==> src/rtl/gpr_pkg.sv <==
// Shared constants for the GPR writeback slice: default sizes and pending-counter encoding.
package gpr_pkg;

  localparam int unsigned DEF_WIDTH      = 32;
  localparam int unsigned DEF_NUM        = 32;
  localparam int unsigned DEF_FIFO_DEPTH = 4;

  localparam int unsigned CNT_W = 2;
  localparam logic [CNT_W-1:0] CNT_MAX = CNT_W'((1 << CNT_W) - 1);

endpackage : gpr_pkg

==> src/rtl/gpr_wb_fifo.sv <==
// Load-return queue: registered storage, power-of-two depth, flags derived from the registered count.
module gpr_wb_fifo #(
  parameter int unsigned DW    = 37,
  parameter int unsigned DEPTH = 4
) (
  input  logic          clock,
  input  logic          reset,
  input  logic          push,
  input  logic [DW-1:0] push_data,
  input  logic          pop,
  output logic [DW-1:0] pop_data,
  output logic          full,
  output logic          empty
);

  localparam int unsigned PW = $clog2(DEPTH);
  localparam int unsigned CW = PW + 1;

  logic [DW-1:0] mem [DEPTH];
  logic [PW-1:0] wr_ptr;
  logic [PW-1:0] rd_ptr;
  logic [CW-1:0] count;
  logic          do_push;
  logic          do_pop;

  assign full     = (count == CW'(DEPTH));
  assign empty    = (count == '0);
  assign do_push  = push && !full;
  assign do_pop   = pop && !empty;
  assign pop_data = mem[rd_ptr];

  // Payload storage carries no reset; validity is tracked by count alone.
  always_ff @(posedge clock) begin
    if (do_push) begin
      mem[wr_ptr] <= push_data;
    end
  end

  always_ff @(posedge clock or posedge reset) begin
    if (reset) begin
      wr_ptr <= '0;
      rd_ptr <= '0;
      count  <= '0;
    end else begin
      if (do_push) begin
        wr_ptr <= wr_ptr + PW'(1);
      end
      if (do_pop) begin
        rd_ptr <= rd_ptr + PW'(1);
      end
      case ({do_push, do_pop})
        2'b10:   count <= count + CW'(1);
        2'b01:   count <= count - CW'(1);
        default: count <= count;
      endcase
    end
  end

endmodule : gpr_wb_fifo

==> src/rtl/gpr_writeback.sv <==
// GPR writeback: arbitrates ALU results against queued load returns onto one register-file
// write port, and tracks per-register pending writes for source-busy checks.
module gpr_writeback
  import gpr_pkg::*;
#(
  parameter int unsigned WIDTH      = DEF_WIDTH,
  parameter int unsigned NUM        = DEF_NUM,
  parameter int unsigned FIFO_DEPTH = DEF_FIFO_DEPTH
) (
  input  logic                    clock,
  input  logic                    reset,
  input  logic                    alu_valid,
  input  logic [$clog2(NUM)-1:0]  alu_rd,
  input  logic [WIDTH-1:0]        alu_data,
  input  logic                    lsu_valid,
  input  logic [$clog2(NUM)-1:0]  lsu_rd,
  input  logic [WIDTH-1:0]        lsu_data,
  output logic                    lsu_ready,
  input  logic                    issue_valid,
  input  logic [$clog2(NUM)-1:0]  issue_rd,
  output logic                    issue_full,
  input  logic [$clog2(NUM)-1:0]  rs1,
  input  logic [$clog2(NUM)-1:0]  rs2,
  output logic                    rs1_busy,
  output logic                    rs2_busy,
  output logic [$clog2(NUM)-1:0]  addr_w,
  output logic [WIDTH-1:0]        data_w,
  output logic                    err
);

  localparam int unsigned AW   = $clog2(NUM);
  localparam int unsigned EW   = AW + WIDTH;
  localparam int unsigned NREG = 1 << AW;

  logic          q_push;
  logic          q_pop;
  logic          q_full;
  logic          q_empty;
  logic [EW-1:0] q_head;
  logic          alu_sel;

  logic [CNT_W-1:0] cnt [NREG];
  logic [NREG-1:0]  inc_vec;
  logic [NREG-1:0]  dec_vec;
  logic             err_hit;

  // Results to r0 are acknowledged but never enter the queue.
  assign lsu_ready = !q_full;
  assign q_push    = lsu_valid && !q_full && (lsu_rd != '0);
  assign alu_sel   = alu_valid && (alu_rd != '0);
  assign q_pop     = !alu_sel && !q_empty;

  gpr_wb_fifo #(
    .DW    (EW),
    .DEPTH (FIFO_DEPTH)
  ) u_fifo (
    .clock     (clock),
    .reset     (reset),
    .push      (q_push),
    .push_data ({lsu_rd, lsu_data}),
    .pop       (q_pop),
    .pop_data  (q_head),
    .full      (q_full),
    .empty     (q_empty)
  );

  // Write port: ALU has fixed priority, the queue head drains on ALU-idle cycles.
  always_ff @(posedge clock or posedge reset) begin
    if (reset) begin
      addr_w <= '0;
      data_w <= '0;
    end else if (alu_sel) begin
      addr_w <= alu_rd;
      data_w <= alu_data;
    end else if (q_pop) begin
      addr_w <= q_head[EW-1:WIDTH];
      data_w <= q_head[WIDTH-1:0];
    end else begin
      addr_w <= '0;
      data_w <= '0;
    end
  end

  assign issue_full = issue_valid && (cnt[issue_rd] == CNT_MAX);
  assign rs1_busy   = (cnt[rs1] != '0);
  assign rs2_busy   = (cnt[rs2] != '0);

  // Per-register increment/decrement requests; r0 and unused indices never move.
  always_comb begin
    inc_vec = '0;
    dec_vec = '0;
    err_hit = 1'b0;
    for (int unsigned i = 1; i < NUM; i++) begin
      inc_vec[i] = issue_valid && !issue_full && (issue_rd == AW'(i));
      dec_vec[i] = (addr_w == AW'(i));
      if (dec_vec[i] && !inc_vec[i] && (cnt[i] == '0)) begin
        err_hit = 1'b1;
      end
    end
  end

  // Issue never pushes past CNT_MAX because issue_full gates inc_vec.
  always_ff @(posedge clock or posedge reset) begin
    if (reset) begin
      for (int unsigned i = 0; i < NREG; i++) begin
        cnt[i] <= '0;
      end
    end else begin
      for (int unsigned i = 0; i < NREG; i++) begin
        if (inc_vec[i] && !dec_vec[i]) begin
          cnt[i] <= cnt[i] + CNT_W'(1);
        end else if (dec_vec[i] && !inc_vec[i] && (cnt[i] != '0)) begin
          cnt[i] <= cnt[i] - CNT_W'(1);
        end
      end
    end
  end

  always_ff @(posedge clock or posedge reset) begin
    if (reset) begin
      err <= 1'b0;
    end else if (err_hit) begin
      err <= 1'b1;
    end
  end

endmodule : gpr_writeback

==> config.mk <==
export PLATFORM = sky130hd
export DESIGN_NAME = gpr_writeback
export DESIGN_NICKNAME = d
export VERILOG_FILES = /design/src/rtl/gpr_pkg.sv /design/src/rtl/gpr_wb_fifo.sv /design/src/rtl/gpr_writeback.sv
export SDC_FILE = /design/constraint.sdc
export NUM_CORES = 1
export LEC_CHECK = 0
export BUFFER_PORTS_ARGS = -buffer_cell sky130_fd_sc_hd__buf_2
export CAP_MARGIN = 30
export CELL_PAD_IN_SITES_DETAIL_PLACEMENT = 0
export CELL_PAD_IN_SITES_GLOBAL_PLACEMENT = 1
export CORE_MARGIN = 5
export CORE_UTILIZATION = 45
export CTS_BUF_LIST = sky130_fd_sc_hd__clkbuf_8
export CTS_CLUSTER_SIZE = 8
export DETAILED_ROUTE_END_ITERATION = 6
export GPL_TIMING_DRIVEN = 0
export HOLD_SLACK_MARGIN = 0.03
export PLACE_DENSITY_LB_ADDON = 0.1
export SYNTH_ARGS = -nofsm -noshare
export SYNTH_HDL_FRONTEND = slang
export SYNTH_SLANG_ARGS = --single-unit
==> constraint.sdc <==
create_clock -name clock -period 2.9 [get_ports clock]
set_input_delay 0.29 -clock clock [delete_from_list [all_inputs] [get_ports clock]]
set_output_delay 0.29 -clock clock [all_outputs]
set_load 0.02 [all_outputs]
==> flow_summary.html, run 1 <==
<table>
<tr><th>Metric</th><th>Value</th></tr>
<tr><th colspan="2">Critical path</th></tr>
<tr><td>Cell chain of the critical path</td><td>mux2i_1, o32ai_1, or4_4, a311o_2, o21a_1, a2111oi_4, nand4_1, or4_1</td></tr>
<tr><td>Critical path launch point type</td><td>flop</td></tr>
<tr><td>CP peak stage delay</td><td>570 ps</td></tr>
<tr><td>Flop2flop setup slack</td><td>-200 ps</td></tr>
<tr><td>Critical path peak fanout</td><td>5</td></tr>
<tr><td>Top Family by Delay on Critical Path</td><td>simple AND/OR/NAND/NOR gates</td></tr>
<tr><td>Data arrival, critical path</td><td>3560 ps</td></tr>
<tr><td>Critical path required time</td><td>3360 ps</td></tr>
<tr><td>Crit path capture type</td><td>flop</td></tr>
<tr><td>Number of buffers and inverters on the critical path</td><td>0</td></tr>
<tr><td>Slowest stage cell on the critical path</td><td>sky130_fd_sc_hd__or4_4</td></tr>
<tr><td>Start-to-end type of the worst setup path</td><td>flop to flop</td></tr>
<tr><th colspan="2">Floorplan</th></tr>
<tr><td>Core Box Area</td><td>around 26,000 µm²</td></tr>
<tr><td>Number of placed I/O pins</td><td>136</td></tr>
<tr><td>Floorplan die height</td><td>173 µm</td></tr>
<tr><td>Effective utilization at floorplan</td><td>45.8%</td></tr>
<tr><td>Area of the die</td><td>29,900 µm²</td></tr>
<tr><td>Number of rows in the core area</td><td>~60</td></tr>
<tr><td>Die extent in x</td><td>173 µm</td></tr>
<tr><th colspan="2">STA</th></tr>
<tr><td>Ratio of final minimum period to clock period</td><td>107%</td></tr>
<tr><td>Setup repair after global routing missed its margin</td><td>true</td></tr>
<tr><td>Final WS setup</td><td>-200 ps</td></tr>
<tr><td>Clock Skew</td><td>34.0 ps</td></tr>
<tr><td>Worst-case hold slack</td><td>242 ps</td></tr>
<tr><td>Final number of max-transition violations</td><td>0</td></tr>
<tr><td>Final period demand of the worst path</td><td>~3100 ps</td></tr>
<tr><td>Highest Clock Rate</td><td>323 MHz</td></tr>
<tr><td>Total Neg Setup Slack</td><td>-200 ps</td></tr>
<tr><td>Final setup viols</td><td>1</td></tr>
<tr><td>Tightest Pin Transition</td><td>877 ps</td></tr>
<tr><td>Slew headroom</td><td>41.6%</td></tr>
<tr><td>Number of hold violations in the final report</td><td>0</td></tr>
<tr><th colspan="2">Logic synthesis</th></tr>
<tr><td>Synthesized area</td><td>11,900 µm²</td></tr>
<tr><td>Total of flip-flops plus latches after synthesis</td><td>between 200 and 300</td></tr>
<tr><td>Number of distinct library cells after synthesis</td><td>65</td></tr>
<tr><td>Syn_area_per_cell</td><td>13.1 µm²</td></tr>
<tr><td>Number of enable flip-flop cells after synthesis</td><td>148</td></tr>
<tr><td>Fraction of the yosys area taken by sequential cells</td><td>59.7%</td></tr>
<tr><td>Most numerous cell types in the synthesized netlist</td><td>148 x sky130_fd_sc_hd__edfxtp_1, 107 x sky130_fd_sc_hd__dfrtp_1, 83 x sky130_fd_sc_hd__o21ai_0</td></tr>
<tr><td>Net count after synthesis</td><td>1,011</td></tr>
<tr><td>Top post-synthesis cells by area</td><td>sky130_fd_sc_hd__edfxtp_1 37%, sky130_fd_sc_hd__dfrtp_1 22%, sky130_fd_sc_hd__mux4_2 11%, sky130_fd_sc_hd__o21ai_0 3.5%, sky130_fd_sc_hd__a22o_1 2.7%</td></tr>
<tr><td>Area fraction of the dominant cell type after synthesis</td><td>37.2%</td></tr>
<tr><td>Primary FF master, synth</td><td>sky130_fd_sc_hd__edfxtp_1</td></tr>
<tr><td>Most common cell in the synthesized netlist</td><td>sky130_fd_sc_hd__edfxtp_1</td></tr>
<tr><td>Cell taking the most area after synthesis</td><td>sky130_fd_sc_hd__edfxtp_1</td></tr>
<tr><td>Proportion of register bits with asynchronous set or reset after synthesis</td><td>between 40% and 50%</td></tr>
<tr><td>Number of standard cells after synthesis</td><td>911</td></tr>
<tr><td>Synth warnings</td><td>0</td></tr>
<tr><th colspan="2">Clock tree</th></tr>
<tr><td>CTS tree</td><td>built</td></tr>
<tr><td>CTS max path bufs</td><td>3</td></tr>
<tr><td>Clock edge transition at the registers on the reported setup and hold paths</td><td>60 ps</td></tr>
<tr><td>Worst skew pair latency</td><td>590 ps</td></tr>
<tr><td>Number of sinks driven by the clock tree</td><td>255</td></tr>
<tr><td>Root Buffer Master</td><td>sky130_fd_sc_hd__clkbuf_8</td></tr>
<tr><td>Number of buffers created by CTS</td><td>44</td></tr>
<tr><td>H-tree depth reported by CTS</td><td>2</td></tr>
<tr><th colspan="2">Worst hold path</th></tr>
<tr><td>Class of the most critical hold timing path</td><td>primary input to flop</td></tr>
<tr><th colspan="2">Drt</th></tr>
<tr><td>Iteration-0 DRC Markers</td><td>576</td></tr>
<tr><td>Post-detailed-route DRC marker count</td><td>0</td></tr>
<tr><td>Count of vias placed by the detailed router</td><td>a little under 9,000</td></tr>
<tr><td>Detailed Routing Iterations Pass 1</td><td>5</td></tr>
<tr><td>Average wire per standard cell</td><td>21.1 µm</td></tr>
<tr><td>Ratio of routed vias to standard cells</td><td>between 5 and 6</td></tr>
<tr><td>Number of nets still failing antenna checks after routing</td><td>0</td></tr>
<tr><td>Final wirelength</td><td>32,700 µm</td></tr>
<tr><th colspan="2">Global route</th></tr>
<tr><td>Global-route wire length before repair</td><td>51,600 µm</td></tr>
<tr><td>Antenna violations before repair</td><td>4</td></tr>
<tr><td>Tot GR Track Use</td><td>21.7%</td></tr>
<tr><td>Gr ovfl total</td><td>0</td></tr>
<tr><td>Largest net degree at the start of global routing</td><td>41</td></tr>
<tr><td>Number of global-route vias before repair</td><td>approximately 9,000</td></tr>
<tr><th colspan="2">Placed design</th></tr>
<tr><td>Placed cell areas</td><td>around 13,000 µm²</td></tr>
<tr><td>Routability cong.</td><td>0.932</td></tr>
<tr><td>Total placed cells including tap cells</td><td>1,382</td></tr>
<tr><td>Buffers added on ports</td><td>129</td></tr>
<tr><td>Dpl hpwl</td><td>22,900 µm</td></tr>
<tr><td>Pre-CTS setup slack</td><td>-679 ps</td></tr>
<tr><th colspan="2">Power and ir drop</th></tr>
<tr><td>Static leakage power</td><td>5.85 nW</td></tr>
<tr><td>PwrDens</td><td>between 800 and 900 nW/µm²</td></tr>
<tr><td>Maximum vdd drop</td><td>597 µV</td></tr>
<tr><td>Overall power consumption</td><td>12.8 mW</td></tr>
<tr><th colspan="2">Finish</th></tr>
<tr><td>Number of standard cells in the final layout excluding fillers</td><td>1,548</td></tr>
<tr><td>Fraction of final layout cells sized beyond drive strength 1</td><td>roughly a quarter</td></tr>
<tr><td>Filler cell count in the final layout</td><td>2,167</td></tr>
<tr><td>Multi-input logic area</td><td>4510 µm²</td></tr>
<tr><td>Area growth, synth to finish</td><td>25.0%</td></tr>
<tr><td>Design Area, Final</td><td>roughly 15,000 µm²</td></tr>
<tr><td>Sequential cell area in the final layout</td><td>7120 µm²</td></tr>
<tr><td>Final Util</td><td>57.3%</td></tr>
<tr><td>Layout Nets</td><td>1,277</td></tr>
<tr><th colspan="2">Run</th></tr>
<tr><td>Max_cap viols</td><td>0</td></tr>
<tr><th colspan="2">Outcome</th></tr>
<tr><td>Result of the run</td><td>complete, but fails checks</td></tr>
<tr><td>Violated checks</td><td>negative setup slack</td></tr>
</table>
final timing paths:
check,start,end,cells past startpoint
worst max register to register,cnt[49],err,8
min in group asynchronous,reset,err,3
max in group asynchronous,reset,cnt[30],6
worst min-delay path,lsu_valid,u_fifo.wr_ptr[1],4
worst max-delay path,cnt[49],err,8
worst min register to register,u_fifo.count[0],u_fifo.count[0],1
worst min-delay path, stage by stage:
cell	delay, ps
sky130_fd_sc_hd__buf_2	100
sky130_fd_sc_hd__nand2_1	100
sky130_fd_sc_hd__a21oi_1	130
sky130_fd_sc_hd__o21ai_0	170
metal layers:
layer / routed length (µm) / track usage (%) / vias up
met4: 1070 / 7.40 / 6
li1: - / - / 4083
met5: 28 / 0 / -
met2: 15600 / 35.4 / 303
met3: 2290 / 4.83 / 76
met1: 13700 / 29.0 / 4304
final cells by class:
class,count,area share (%)
timing repair buffer,220,10.9
multi-input combinational,570,30.3
inverter,37,0.956
buffer,49,1.58
tap,335,2.81
clock buffer,46,4.24
clock inverter,35,1.54
sequential,255,47.7
antenna,1,0.0168
kinds of logic (layout without fill, tap and decap cells):
group                      count (synthesis)  in the layout  synth area share [%]
AOI/OAI and AO/OA                        255            255                  14.5
DFF                                      255            255                  59.7
and+or+nand+nor                          230            230                  9.12
buffers and inverters                     86            387                  3.03
muxes                                     73             73                  12.6
adders and majority gates                  6              6                 0.692
xor gates and xnor gates                   6              6                 0.440
other                                      0              1                     0
flip-flops by register name, summed over array words and instances, names as in the netlist:
signal and count:
u_fifo.mem 148, cnt 62, data_w 32, addr_w 5, u_fifo.count 3, u_fifo.rd_ptr 2, u_fifo.wr_ptr 2, err 1
power by group:
part	internal (mW)	leakage, nW	switching, mW
Combinational	1.81	2.74	2.30
Clock	1.68	0.518	1.50
Sequential	4.87	2.58	0.680
placed cells by master (no fill, tap or decap), drive strengths merged, types with 4 or more instances in the layout:
cell | synthesis | routed
a211oi | 17 | 17
a22oi | 11 | 11
a21oi | 39 | 39
and2 | 10 | 10
nor4 | 4 | 4
and4 | 5 | 5
clkbuf | 35 | 80
a22o | 37 | 37
buf | 14 | 157
nor2 | 76 | 76
a311oi | 10 | 10
dlygate4sd3 | 0 | 78
nor3 | 20 | 20
o21a | 9 | 9
mux2i | 9 | 9
edfxtp | 148 | 148
nand2 | 64 | 64
o2111a | 6 | 6
inv | 37 | 59
nand3 | 10 | 10
a31oi | 12 | 12
o21ai | 84 | 84
dfrtp | 107 | 107
nor2b | 10 | 10
clkinv | 0 | 9
ha | 5 | 5
mux4 | 61 | 61
nand2b | 10 | 10
o22ai | 7 | 7
o32ai | 4 | 4
timing repair:
action / 4_1_cts / 5_1_grt
hold buffers: 78 / 0
setup endpoints to repair: 20 / 16
resized for setup: 6 / 14
hold endpoints to repair: 206 / 0
buffers inserted: 5 / 0
pin swaps: 2 / 5
No activity file was read; power rests on OpenSTA's default activity.
==> run 2, diff against run 1 <==
Settings changed: ABC_AREA from default to 1, CELL_PAD_IN_SITES_DETAIL_PLACEMENT 0 to default, CELL_PAD_IN_SITES_GLOBAL_PLACEMENT 1 to default, CORE_UTILIZATION 45 to 55, PLACE_DENSITY from default to 0.78, PLACE_DENSITY_LB_ADDON 0.1 to default.
==> flow_summary.html, run 2 <==
<table>
<tr><th>Metric</th><th>Value</th></tr>
<tr><th colspan="2">Clock tree</th></tr>
<tr><td>Clock edge transition at the registers on the reported setup and hold paths</td><td>60 ps</td></tr>
<tr><td>CTS tree</td><td>built</td></tr>
<tr><td>H-tree depth reported by CTS</td><td>2</td></tr>
<tr><td>Number of sinks driven by the clock tree</td><td>255</td></tr>
<tr><td>Worst skew pair latency</td><td>560 ps</td></tr>
<tr><td>Number of buffers created by CTS</td><td>42</td></tr>
<tr><td>Root Buffer Master</td><td>sky130_fd_sc_hd__clkbuf_8</td></tr>
<tr><td>CTS max path bufs</td><td>3</td></tr>
<tr><th colspan="2">STA</th></tr>
<tr><td>Clock Skew</td><td>between 20 and 30 ps</td></tr>
<tr><td>Final setup viols</td><td>0</td></tr>
<tr><td>Slew headroom</td><td>42.9%</td></tr>
<tr><td>Worst-case hold slack</td><td>118 ps</td></tr>
<tr><td>Setup repair after global routing missed its margin</td><td>false</td></tr>
<tr><td>Final period demand of the worst path</td><td>2810 ps</td></tr>
<tr><td>Final WS setup</td><td>94.3 ps</td></tr>
<tr><td>Ratio of final minimum period to clock period</td><td>96.7%</td></tr>
<tr><td>Number of hold violations in the final report</td><td>0</td></tr>
<tr><td>Final number of max-transition violations</td><td>0</td></tr>
<tr><td>Tightest Pin Transition</td><td>851 ps</td></tr>
<tr><td>Highest Clock Rate</td><td>356 MHz</td></tr>
<tr><th colspan="2">Global route</th></tr>
<tr><td>Tot GR Track Use</td><td>between 20% and 30%</td></tr>
<tr><td>Gr ovfl total</td><td>0</td></tr>
<tr><td>Number of global-route vias before repair</td><td>11,000</td></tr>
<tr><td>Largest net degree at the start of global routing</td><td>41</td></tr>
<tr><td>Antenna violations before repair</td><td>0</td></tr>
<tr><td>Global-route wire length before repair</td><td>59,400 µm</td></tr>
<tr><th colspan="2">Floorplan</th></tr>
<tr><td>Number of rows in the core area</td><td>55</td></tr>
<tr><td>Core Box Area</td><td>22,400 µm²</td></tr>
<tr><td>Floorplan die height</td><td>160 µm</td></tr>
<tr><td>Number of placed I/O pins</td><td>136</td></tr>
<tr><td>Effective utilization at floorplan</td><td>55.5%</td></tr>
<tr><td>Area of the die</td><td>25,700 µm²</td></tr>
<tr><td>Die extent in x</td><td>160 µm</td></tr>
<tr><th colspan="2">Logic synthesis</th></tr>
<tr><td>Number of enable flip-flop cells after synthesis</td><td>148</td></tr>
<tr><td>Primary FF master, synth</td><td>sky130_fd_sc_hd__edfxtp_1</td></tr>
<tr><td>Area fraction of the dominant cell type after synthesis</td><td>roughly 36%</td></tr>
<tr><td>Proportion of register bits with asynchronous set or reset after synthesis</td><td>around two fifths</td></tr>
<tr><td>Most common cell in the synthesized netlist</td><td>sky130_fd_sc_hd__nand2_1</td></tr>
<tr><td>Most numerous cell types in the synthesized netlist</td><td>290 x sky130_fd_sc_hd__nand2_1, 151 x sky130_fd_sc_hd__nor2_1, 148 x sky130_fd_sc_hd__edfxtp_1</td></tr>
<tr><td>Number of distinct library cells after synthesis</td><td>48</td></tr>
<tr><td>Total of flip-flops plus latches after synthesis</td><td>~260</td></tr>
<tr><td>Cell taking the most area after synthesis</td><td>sky130_fd_sc_hd__edfxtp_1</td></tr>
<tr><td>Synthesized area</td><td>about 12,000 µm²</td></tr>
<tr><td>Synth warnings</td><td>0</td></tr>
<tr><td>Syn_area_per_cell</td><td>9.57 µm²</td></tr>
<tr><td>Number of standard cells after synthesis</td><td>1,301</td></tr>
<tr><td>Fraction of the yosys area taken by sequential cells</td><td>57.2%</td></tr>
<tr><td>Net count after synthesis</td><td>1,401</td></tr>
<tr><td>Top post-synthesis cells by area</td><td>sky130_fd_sc_hd__edfxtp_1 36%, sky130_fd_sc_hd__dfrtp_1 22%, sky130_fd_sc_hd__nand2_1 8.7%, sky130_fd_sc_hd__nor2_1 4.6%, sky130_fd_sc_hd__a21oi_1 3.9%</td></tr>
<tr><th colspan="2">Placed design</th></tr>
<tr><td>Routability cong.</td><td>1.02</td></tr>
<tr><td>Buffers added on ports</td><td>130</td></tr>
<tr><td>Total placed cells including tap cells</td><td>1,724</td></tr>
<tr><td>Pre-CTS setup slack</td><td>26.2 ps</td></tr>
<tr><td>Dpl hpwl</td><td>26,200 µm</td></tr>
<tr><th colspan="2">Power and ir drop</th></tr>
<tr><td>PwrDens</td><td>895 nW/µm²</td></tr>
<tr><td>Static leakage power</td><td>6.74 nW</td></tr>
<tr><td>Maximum vdd drop</td><td>577 µV</td></tr>
<tr><th colspan="2">Drt</th></tr>
<tr><td>Routed length on met1</td><td>approximately 15,000 µm</td></tr>
<tr><td>DR WL met3</td><td>3100 µm</td></tr>
<tr><td>Iteration-0 DRC Markers</td><td>1,025</td></tr>
<tr><td>Final wirelength</td><td>37,600 µm</td></tr>
<tr><td>Detailed Routing Iterations Pass 1</td><td>5</td></tr>
<tr><td>Post-detailed-route DRC marker count</td><td>0</td></tr>
<tr><td>Average wire per standard cell</td><td>roughly 20 µm</td></tr>
<tr><td>Met2 wire length</td><td>18,400 µm</td></tr>
<tr><td>Number of nets still failing antenna checks after routing</td><td>0</td></tr>
<tr><td>Ratio of routed vias to standard cells</td><td>5.89</td></tr>
<tr><td>Count of vias placed by the detailed router</td><td>11,000</td></tr>
<tr><td>Highest routed layer</td><td>met4</td></tr>
<tr><th colspan="2">Critical path</th></tr>
<tr><td>Start-to-end type of the worst setup path</td><td>primary input to flop</td></tr>
<tr><td>Crit path capture type</td><td>flop</td></tr>
<tr><td>CP most frequent cell</td><td>sky130_fd_sc_hd__inv_1</td></tr>
<tr><td>Number of buffers and inverters on the critical path</td><td>4</td></tr>
<tr><td>Top Family by Delay on Critical Path</td><td>buffers and inverters</td></tr>
<tr><td>Flop2flop setup slack</td><td>about 400 ps</td></tr>
<tr><td>Critical path required time</td><td>3320 ps</td></tr>
<tr><td>Critical path launch point type</td><td>primary input</td></tr>
<tr><td>Cell chain of the critical path</td><td>dlygate4sd3_1, buf_2, nor3_1, nand3_2, nand2_1, o31ai_2, inv_1, ha_1, inv_1, fa_1, a21oi_1, o21ai_0, xnor2_1</td></tr>
<tr><td>Slowest stage cell on the critical path</td><td>sky130_fd_sc_hd__dlygate4sd3_1</td></tr>
<tr><td>Critical path peak fanout</td><td>10</td></tr>
<tr><td>CP peak stage delay</td><td>540 ps</td></tr>
<tr><td>Data arrival, critical path</td><td>3230 ps</td></tr>
<tr><th colspan="2">Finish</th></tr>
<tr><td>Fraction of final layout cells sized beyond drive strength 1</td><td>16.9%</td></tr>
<tr><td>Commonest cells after routing, fill and taps aside</td><td>290 x sky130_fd_sc_hd__nand2_1, 148 x sky130_fd_sc_hd__edfxtp_1, 147 x sky130_fd_sc_hd__nor2_1</td></tr>
<tr><td>Layout Nets</td><td>1,655</td></tr>
<tr><td>Antenna fix cells</td><td>0</td></tr>
<tr><td>Area growth, synth to finish</td><td>21.6%</td></tr>
<tr><td>Most flops, register</td><td>u_fifo.mem</td></tr>
<tr><td>Filler cell count in the final layout</td><td>1,727</td></tr>
<tr><td>Top flop regs</td><td>u_fifo.mem: 148 flops, cnt: 62 flops, data_w: 32 flops</td></tr>
<tr><td>Flip-flop count of the largest register after layout</td><td>148</td></tr>
<tr><td>Most common library cell in the layout ignoring fill and taps</td><td>sky130_fd_sc_hd__nand2_1</td></tr>
<tr><td>Number of standard cells in the final layout excluding fillers</td><td>~1,900</td></tr>
<tr><th colspan="2">Worst hold path</th></tr>
<tr><td>Class of the most critical hold timing path</td><td>primary input to flop</td></tr>
<tr><th colspan="2">Outcome</th></tr>
<tr><td>Result of the run</td><td>completed</td></tr>
<tr><th colspan="2">Run</th></tr>
<tr><td>Max_cap viols</td><td>0</td></tr>
</table>
-- run 2: changes by cell type in the layout (fill, tap and decap cells not counted), sizes merged, moves of 17 or more --
cell / delta
a211oi: -17
a21oi: +58
a221oi: +30
a22o: -37
a31o: +33
inv: +54
mux4: -61
nand2: +226
nand3: +62
nand4: +29
nor2: +77
o21ai: -23
xor2: +30
-- run 2: worst min-delay path, stage by stage --
cell and delay, ps:
sky130_fd_sc_hd__buf_2 120, sky130_fd_sc_hd__inv_1 90, sky130_fd_sc_hd__o21ai_0 120
-- run 2: routing by layer --
layer	vias up	global-route usage, %
met5	-	0
met4	0	12.8
met3	108	5.67
met2	592	48.9
met1	5234	36.6
li1	5100	-
-- run 2: worst paths after layout --
| path | from | endpoint | depth (start not counted) |
|---|---|---|---|
| min reg2reg | cnt[18] | cnt[18] | 1 |
| min in group asynchronous | reset | cnt[31] | 3 |
| min | alu_rd[1] | addr_w[1] | 3 |
| max reg2reg | u_fifo.rd_ptr[1] | data_w[17] | 7 |
| max | alu_rd[2] | u_fifo.count[2] | 13 |
| max in group asynchronous | reset | cnt[47] | 5 |
-- run 2: cells by family after synthesis --
| logic type | share of synthesized area, % |
|---|---|
| flip-flops | 57.2 |
| AO/OA/AOI/OAI | 15.0 |
| adder cells (fa/ha/maj) | 0.663 |
| buffers and inverters | 4.87 |
| XOR/XNOR | 2.46 |
| AND/OR/NAND/NOR | 19.8 |
-- run 2: report_power, final --
group | switching [mW] | internal, mW | total [mW]
registers | 0.710 | 4.96 | 5.67
logic | 3.41 | 1.60 | 5.00
clock network | 1.44 | 1.44 | 2.88
total | 5.56 | 8.00 | 13.6
-- run 2: area by class of cell --
cell class / instances / area [µm²] / area share (%)
flip-flops and latches: 255 / 7120 / 47.0
multi-input cells: 898 / 4760 / 31.4
repair buffers: 211 / 1540 / 10.1
clock buffers: 45 / 619 / 4.09
well taps: 285 / 357 / 2.35
inverters: 89 / 338 / 2.23
plain buffers: 58 / 269 / 1.78
clock inverters: 32 / 140 / 0.925
-- run 2: through the flow --
stage	TNS (ps)	total power [mW]	util [%]	instance area [µm²]
after floorplan	-6300	8.73	-	12500
after global placement	-157170	10.3	60.0	13500
after detailed placement	0	10.5	60.9	13700
after CTS	0	13.5	67.5	15100
after global routing	0	14.4	67.5	15100
final	0	13.6	67.5	15100
-- run 2: timing repair --
action / in CTS / in global routing
endpoints found under the hold margin: 201 / 0
hold buffers: 73 / 0
endpoints found under the setup margin: 0 / 2
resized for setup: 0 / 4
setup buffers: 0 / 0
